`config.mk`:
```
export PLATFORM = sky130hd
export DESIGN_NAME = timer_irq_flat
export DESIGN_NICKNAME = d
export VERILOG_FILES = /design/src/rtl/timer_irq_pkg.sv /design/src/rtl/timer_irq_if.sv /design/src/rtl/timer_irq.sv /design/src/flat_wrapper.sv
export SDC_FILE = /design/constraint.sdc
export NUM_CORES = 1
export LEC_CHECK = 0
export BUFFER_PORTS_ARGS = -buffer_cell sky130_fd_sc_hd__buf_2
export CORE_ASPECT_RATIO = 1.2
export CORE_MARGIN = 1
export CORE_UTILIZATION = 60
export DETAILED_ROUTE_END_ITERATION = 10
export PLACE_DENSITY = 0.84
export SYNTH_ARGS = -nofsm -noshare
export SYNTH_HDL_FRONTEND = slang
export SYNTH_SLANG_ARGS = --single-unit
```
`constraint.sdc`:
```
create_clock -name clk -period 5.3 [get_ports clk]
set_input_delay 0 -clock clk [delete_from_list [all_inputs] [get_ports clk]]
set_output_delay 0 -clock clk [all_outputs]
set_load 0.05 [all_outputs]
```
`src/rtl/timer_irq_pkg.sv`:
```
// Shared constants for the countdown timer: register map, CTRL bit fields,
// mode encodings and FSM state encoding.
package timer_irq_pkg;

    localparam logic [1:0] TIMER_CTRL   = 2'd0;
    localparam logic [1:0] TIMER_PRESET = 2'd1;
    localparam logic [1:0] TIMER_COUNT  = 2'd2;

    localparam int CTRL_EN       = 0;
    localparam int CTRL_MODE_LSB = 1;
    localparam int CTRL_MODE_MSB = 2;
    localparam int CTRL_IM       = 3;
    localparam int CTRL_PEND     = 4;

    localparam logic [1:0] TIMER_MODE_ONESHOT = 2'd0;
    localparam logic [1:0] TIMER_MODE_RELOAD  = 2'd1;

    typedef enum logic [1:0] {
        ST_IDLE = 2'd0,
        ST_LOAD = 2'd1,
        ST_CNT  = 2'd2,
        ST_INT  = 2'd3
    } timer_state_e;

    // Encodings 2 and 3 fall back to one-shot behaviour.
    function automatic logic mode_is_reload(input logic [1:0] mode);
        return mode == TIMER_MODE_RELOAD;
    endfunction

endpackage

```
`src/rtl/timer_irq_if.sv`:
```
// Word-indexed register port between the system bridge (master) and the timer.
interface timer_irq_if;
    logic [1:0]  addr;
    logic        write_enable;
    logic [31:0] write_data;
    logic [31:0] read_result;

    modport master (output addr, output write_enable, output write_data, input read_result);
    modport slave  (input addr, input write_enable, input write_data, output read_result);
endinterface

```
`src/rtl/timer_irq.sv`:
```
// Memory-mapped countdown timer driving one hwirq bit. One-shot mode holds the
// interrupt until software clears it; auto-reload mode emits one-cycle pulses.
module timer_irq
    import timer_irq_pkg::*;
#(
    parameter int WIDTH = 32
) (
    input  logic        clk,
    input  logic        rst,
    timer_irq_if.slave  bus,
    output logic        irq,
    output logic        busy
);

    timer_state_e     state_q, state_d;
    logic             en_q, im_q, pend_q;
    logic [1:0]       mode_q;
    logic [WIDTH-1:0] preset_q, count_q;
    logic [31:0]      rd;

    logic ctrl_wr, preset_wr, stop_wr, cnt_done, reload;

    assign ctrl_wr   = bus.write_enable && (bus.addr == TIMER_CTRL);
    assign preset_wr = bus.write_enable && (bus.addr == TIMER_PRESET);
    assign stop_wr   = ctrl_wr && !bus.write_data[CTRL_EN];
    // A count of 0 or 1 ends the period, so PRESET=0 times like PRESET=1.
    assign cnt_done  = !(count_q > WIDTH'(1));
    assign reload    = mode_is_reload(mode_q);

    always_ff @(posedge clk or negedge rst) begin
        if (!rst) state_q <= ST_IDLE;
        else      state_q <= state_d;
    end

    always_comb begin
        state_d = state_q;
        unique case (state_q)
            ST_IDLE: state_d = ST_IDLE;
            ST_LOAD: state_d = ST_CNT;
            ST_CNT:  if (cnt_done) state_d = ST_INT;
            ST_INT:  state_d = reload ? ST_LOAD : ST_IDLE;
            default: state_d = ST_IDLE;
        endcase
        // A CTRL write overrides the sequencing; EN=1 during LOAD/CNT keeps running.
        if (ctrl_wr) begin
            if (!bus.write_data[CTRL_EN])
                state_d = ST_IDLE;
            else if (state_q == ST_IDLE || state_q == ST_INT)
                state_d = ST_LOAD;
        end
    end

    always_comb begin
        busy = (state_q != ST_IDLE);
        irq  = im_q & pend_q;
    end

    always_ff @(posedge clk or negedge rst) begin
        if (!rst) begin
            en_q     <= 1'b0;
            mode_q   <= TIMER_MODE_ONESHOT;
            im_q     <= 1'b0;
            pend_q   <= 1'b0;
            preset_q <= '0;
            count_q  <= '0;
        end else begin
            if (ctrl_wr) begin
                en_q   <= bus.write_data[CTRL_EN];
                mode_q <= bus.write_data[CTRL_MODE_MSB:CTRL_MODE_LSB];
                im_q   <= bus.write_data[CTRL_IM];
            end else if (state_q == ST_INT && !reload) begin
                en_q <= 1'b0;
            end

            if (preset_wr)
                preset_q <= bus.write_data[WIDTH-1:0];

            if (!stop_wr) begin
                unique case (state_q)
                    ST_LOAD: count_q <= preset_q;
                    ST_CNT:  count_q <= cnt_done ? '0 : count_q - WIDTH'(1);
                    default: count_q <= count_q;
                endcase
            end

            // Any register write acknowledges the interrupt, even on the terminal edge.
            if (ctrl_wr || preset_wr)
                pend_q <= 1'b0;
            else if (state_q == ST_CNT && cnt_done)
                pend_q <= 1'b1;
            else if (state_q == ST_INT && reload)
                pend_q <= 1'b0;
        end
    end

    always_comb begin
        rd = '0;
        unique case (bus.addr)
            TIMER_CTRL: begin
                rd[CTRL_EN]                     = en_q;
                rd[CTRL_MODE_MSB:CTRL_MODE_LSB] = mode_q;
                rd[CTRL_IM]                     = im_q;
                rd[CTRL_PEND]                   = pend_q;
            end
            TIMER_PRESET: rd[WIDTH-1:0] = preset_q;
            TIMER_COUNT:  rd[WIDTH-1:0] = count_q;
            default:      rd = '0;
        endcase
    end

    assign bus.read_result = rd;

endmodule

```
`src/flat_wrapper.sv`:
```
// flat-port wrapper written by rule: the top's interface ports become plain ports
module timer_irq_flat import timer_irq_pkg::*;
#(
    parameter int WIDTH = 32
)
  (clk, rst, irq, busy, bus_addr, bus_write_enable, bus_write_data, bus_read_result);
  timer_irq_if bus_i ();
  input  logic clk;
  input  logic rst;
  output logic irq;
  output logic busy;
  input wire logic [$bits(bus_i.addr)-1:0] bus_addr;
  input wire logic [$bits(bus_i.write_enable)-1:0] bus_write_enable;
  input wire logic [$bits(bus_i.write_data)-1:0] bus_write_data;
  output wire logic [$bits(bus_i.read_result)-1:0] bus_read_result;
  assign bus_i.addr = bus_addr;
  assign bus_i.write_enable = bus_write_enable;
  assign bus_i.write_data = bus_write_data;
  assign bus_read_result = bus_i.read_result;
  timer_irq #(.WIDTH(WIDTH)) u_core (.clk(clk), .rst(rst), .bus(bus_i), .irq(irq), .busy(busy));
endmodule
```
==> impl_metrics.csv <==
group,metric,value,unit
run_status,result_of_the_run,"completed",
sta,timing.clock.skew,0.01643,ns
drt,detail_route.iter0.violations,385,
cts,worstSkewPairLatency,0.36,ns
cts,max-clock-path-buffers,2,
place,place.port_buffers,70,
die,floorplan.io_pins,71,
logic_synthesis,synth_fp_nets,475,
die,initial_core_utilization,62.10,%
drt,antenna_left,0,
drt,vias_after_detailed_routing,3985,
layout,post-route-util,75.34,%
logic_synthesis,synth_top_cells_by_count,"dfrtp_1, mux2_2, a22oi_1",
cts,cts.repair.resized,0,
setup_path,worstSetupStartpoint,"u_core.count_q[27]",
sta,worst-slew-pin-transition,1.257,ns
die,fp.dieW,78.89,um
cts,cts_num_sinks,71,
setup_path,worstSetupPathType,"register to register",
setup_path,worst-path-max-fanout,18,
drt,route.final.wire_length,11.64,mm
grt,groute.usage.overall,33.13,%
place,finalWeightedCongestion,0.9151,
cts,cts_max_level,3,
layout,fillers,482,
sta,rsz0062_at_grt,"false",
cts,clkSlewWorstSetupHoldPaths,0.08,ns
grt,maximum_number_of_pins_on_one_net_before_global_route_repair,72,
layout,area_growth,21.31,%
setup_path,timing.critical_path.arrival,3.39,ns
drt,route.detailed.drc,0,
logic_synthesis,ys_seq_area_share,41.74,%
sta,timing.final.crit_period,3.158,ns
sta,layout_setup_ws,2.142,ns
setup_path,crit-reg2reg-launch,"u_core.count_q[27]",
layout,nets,565,
drt,via_to_cell_ratio,6.544,
place,dpl_cell_area,0.004627,mm^2
drt,firstDrtPassIters,6,
logic_synthesis,netlist_instances,428,
layout,fin_area,0.005164,mm^2
logic_synthesis,yosys.area.top_type_share,41.74,%
die,design.core.area,0.006854,mm^2
logic_synthesis,dominant_register_cell_in_the_synthesized_netlist,"dfrtp_1",
cts,cts_tree,"done",
drt,routedWlPerCell,19.11,um
setup_path,cp_data_required_time,5.53,ns
grt,grt_pass1_wl,18.98,mm
die,die_area,0.007437,mm^2
logic_synthesis,flop_and_latch_count_out_of_synthesis,71,
grt,antenna_found_initial,0,
place,detailedPlacementHpwl,7.059,mm
worst_hold_path,min_path_type,"primary input to register",
layout,post_route_cells_drive_above_1_share,27.39,%
logic_synthesis,synth_async_sr_flop_share,100.0,%
sta,final_tns_setup,0,ns
sta,slew_viol_final,0,
die,die_height,94.27,um
logic_synthesis,synth_top_area_cell,"dfrtp_1",
cts,tritoncts.num_buffers,9,
power,power_density,497.1,mW/mm^2
logic_synthesis,yosysWarningCount,0,
power,leakage,2.257,nW
logic_synthesis,synth_enable_flop_cells,0,
setup_path,start_kind,"register",
sta,report.final.setup_viol,0,
logic_synthesis,synth_most_common_cell,"dfrtp_1",
layout,layout.area.seq,0.001777,mm^2
logic_synthesis,synth_top_cells_by_area,"dfrtp_1, mux2_2, a22oi_1",
setup_path,cp-end-kind,"register",
die,row_count,33,
worst_hold_path,hold_path_startpoint,"bus_addr[1]",
sta,final_hold_slack,0.2755,ns
sta,final.period_utilization,59.59,%
sta,report.final.hold_viol_count,0,
cts,root_buffer,"clkbuf_8",
run,drv_cap,0,
power,irDropWorstVdd,0.0003250,V
sta,timing.slew.headroom,16.19,%
sta,maxClockFrequency,0.3166,GHz
grt,gr-total-overflow,0,
grt,grt_pass1_vias,3908,
layout,multi_input_comb_area,0.002267,mm^2
logic_synthesis,synth.lib_cells_used.distinct,60,
logic_synthesis,syn_area_per_cell,9.945,um^2
layout,num_antenna_cells,0,
place,detailedPlace.worstSlack,2.178,ns
logic_synthesis,synth.cell_area,0.004257,mm^2
[timing repair]
action | in CTS | in global routing
hold buffers | 34 | 0
buffers inserted | 0 | 0
endpoints found under the hold margin | 108 | 0
[flip-flops by register name (all words and copies together), names as in the netlist]
signal           cells
u_core.im_q          1
u_core.en_q          1
u_core.state_q       2
u_core.preset_q     32
u_core.count_q      32
u_core.mode_q        2
u_core.pend_q        1
[cells by family (layout without fill, tap and decap cells)]
logic type | after synthesis | count (layout) | share of synthesized area (%)
buffers and inverters | 51 | 145 | 5.085
AND/OR/NAND/NOR | 135 | 135 | 17.99
adder cells (fa/ha/maj) | 10 | 10 | 2.939
multiplexers | 36 | 36 | 9.494
flip-flops | 71 | 71 | 41.74
AO/OA/AOI/OAI | 125 | 125 | 22.75
[critical path: stages (launching register included)]
cell and delay (ns):
dfrtp_1 0.44, nor4_1 0.48, or4b_4 0.58, o41ai_4 0.77
buf_4 0.35, nor2_1 0.10, a221o_1 0.33
[stage by stage]
step | total power [W] | instances
5_1_grt | 0.002701 | 609
3_5_place_dp | 0.002061 | 560
2_1_floorplan | 0.001786 | 428
3_3_place_gp | 0.002019 | 560
6_report | 0.002567 | 609
4_1_cts | 0.002538 | 609
[power by group]
group	switching (W)	internal (W)	total, W
Combinational	0.000707	0.000451	0.00116
Sequential	0.000238	0.000726	0.000964
Clock	0.000207	0.000238	0.000446
Total	0.00115	0.00142	0.00257
[metal layers]
layer | up-vias | track usage [%] | routed length, um
met1 | 1937 | 42.20 | 4833
met2 | 208 | 56.01 | 5787
li1 | 1817 | - | -
met4 | 0 | 14.85 | 216
met5 | - | 0 | 0
met3 | 23 | 4.369 | 800
[placed cells by master, fill, tap and decap left out, types with 3 or more instances in the layout]
master,count
or4_1,4
nor3_1,10
a22oi_1,34
nand2_1,16
clkinv_2,3
a222oi_1,6
a221o_1,4
nor2_1,22
o31ai_1,3
o211ai_1,4
o32ai_1,3
buf_2,70
mux2_2,35
o311ai_0,3
or3_1,5
nand3_1,13
o21ai_0,20
a22o_1,12
nor4_1,14
a22o_2,4
buf_4,7
and3_1,6
a21oi_1,11
nor2b_1,27
inv_1,18
clkbuf_8,11
dlygate4sd3_1,34
ha_1,10
nand3b_1,3
dfrtp_1,71
[path summary, 6_finish.rpt]
kind / to / slack (ns) / cells past startpoint
min in group asynchronous: u_core.preset_q[8] / 0.38 / 3
hold reg to reg: u_core.en_q / 0.52 / 2
max in group asynchronous: u_core.preset_q[15] / 4.31 / 3
setup / recovery: u_core.count_q[17] / 2.14 / 6
hold / removal: u_core.en_q / 0.28 / 5
setup reg to reg: u_core.count_q[17] / 2.14 / 6
[cell type report]
class                   instances  area share, %
flip-flops and latches         71          34.41
clock buffers                  11          2.932
multi-input cells             306          43.91
well taps                      87          2.108
inverters                      19          1.381
repair buffers                111          14.39
clock inverters                 4         0.8723
No activity file was read; power rests on OpenSTA's default activity.
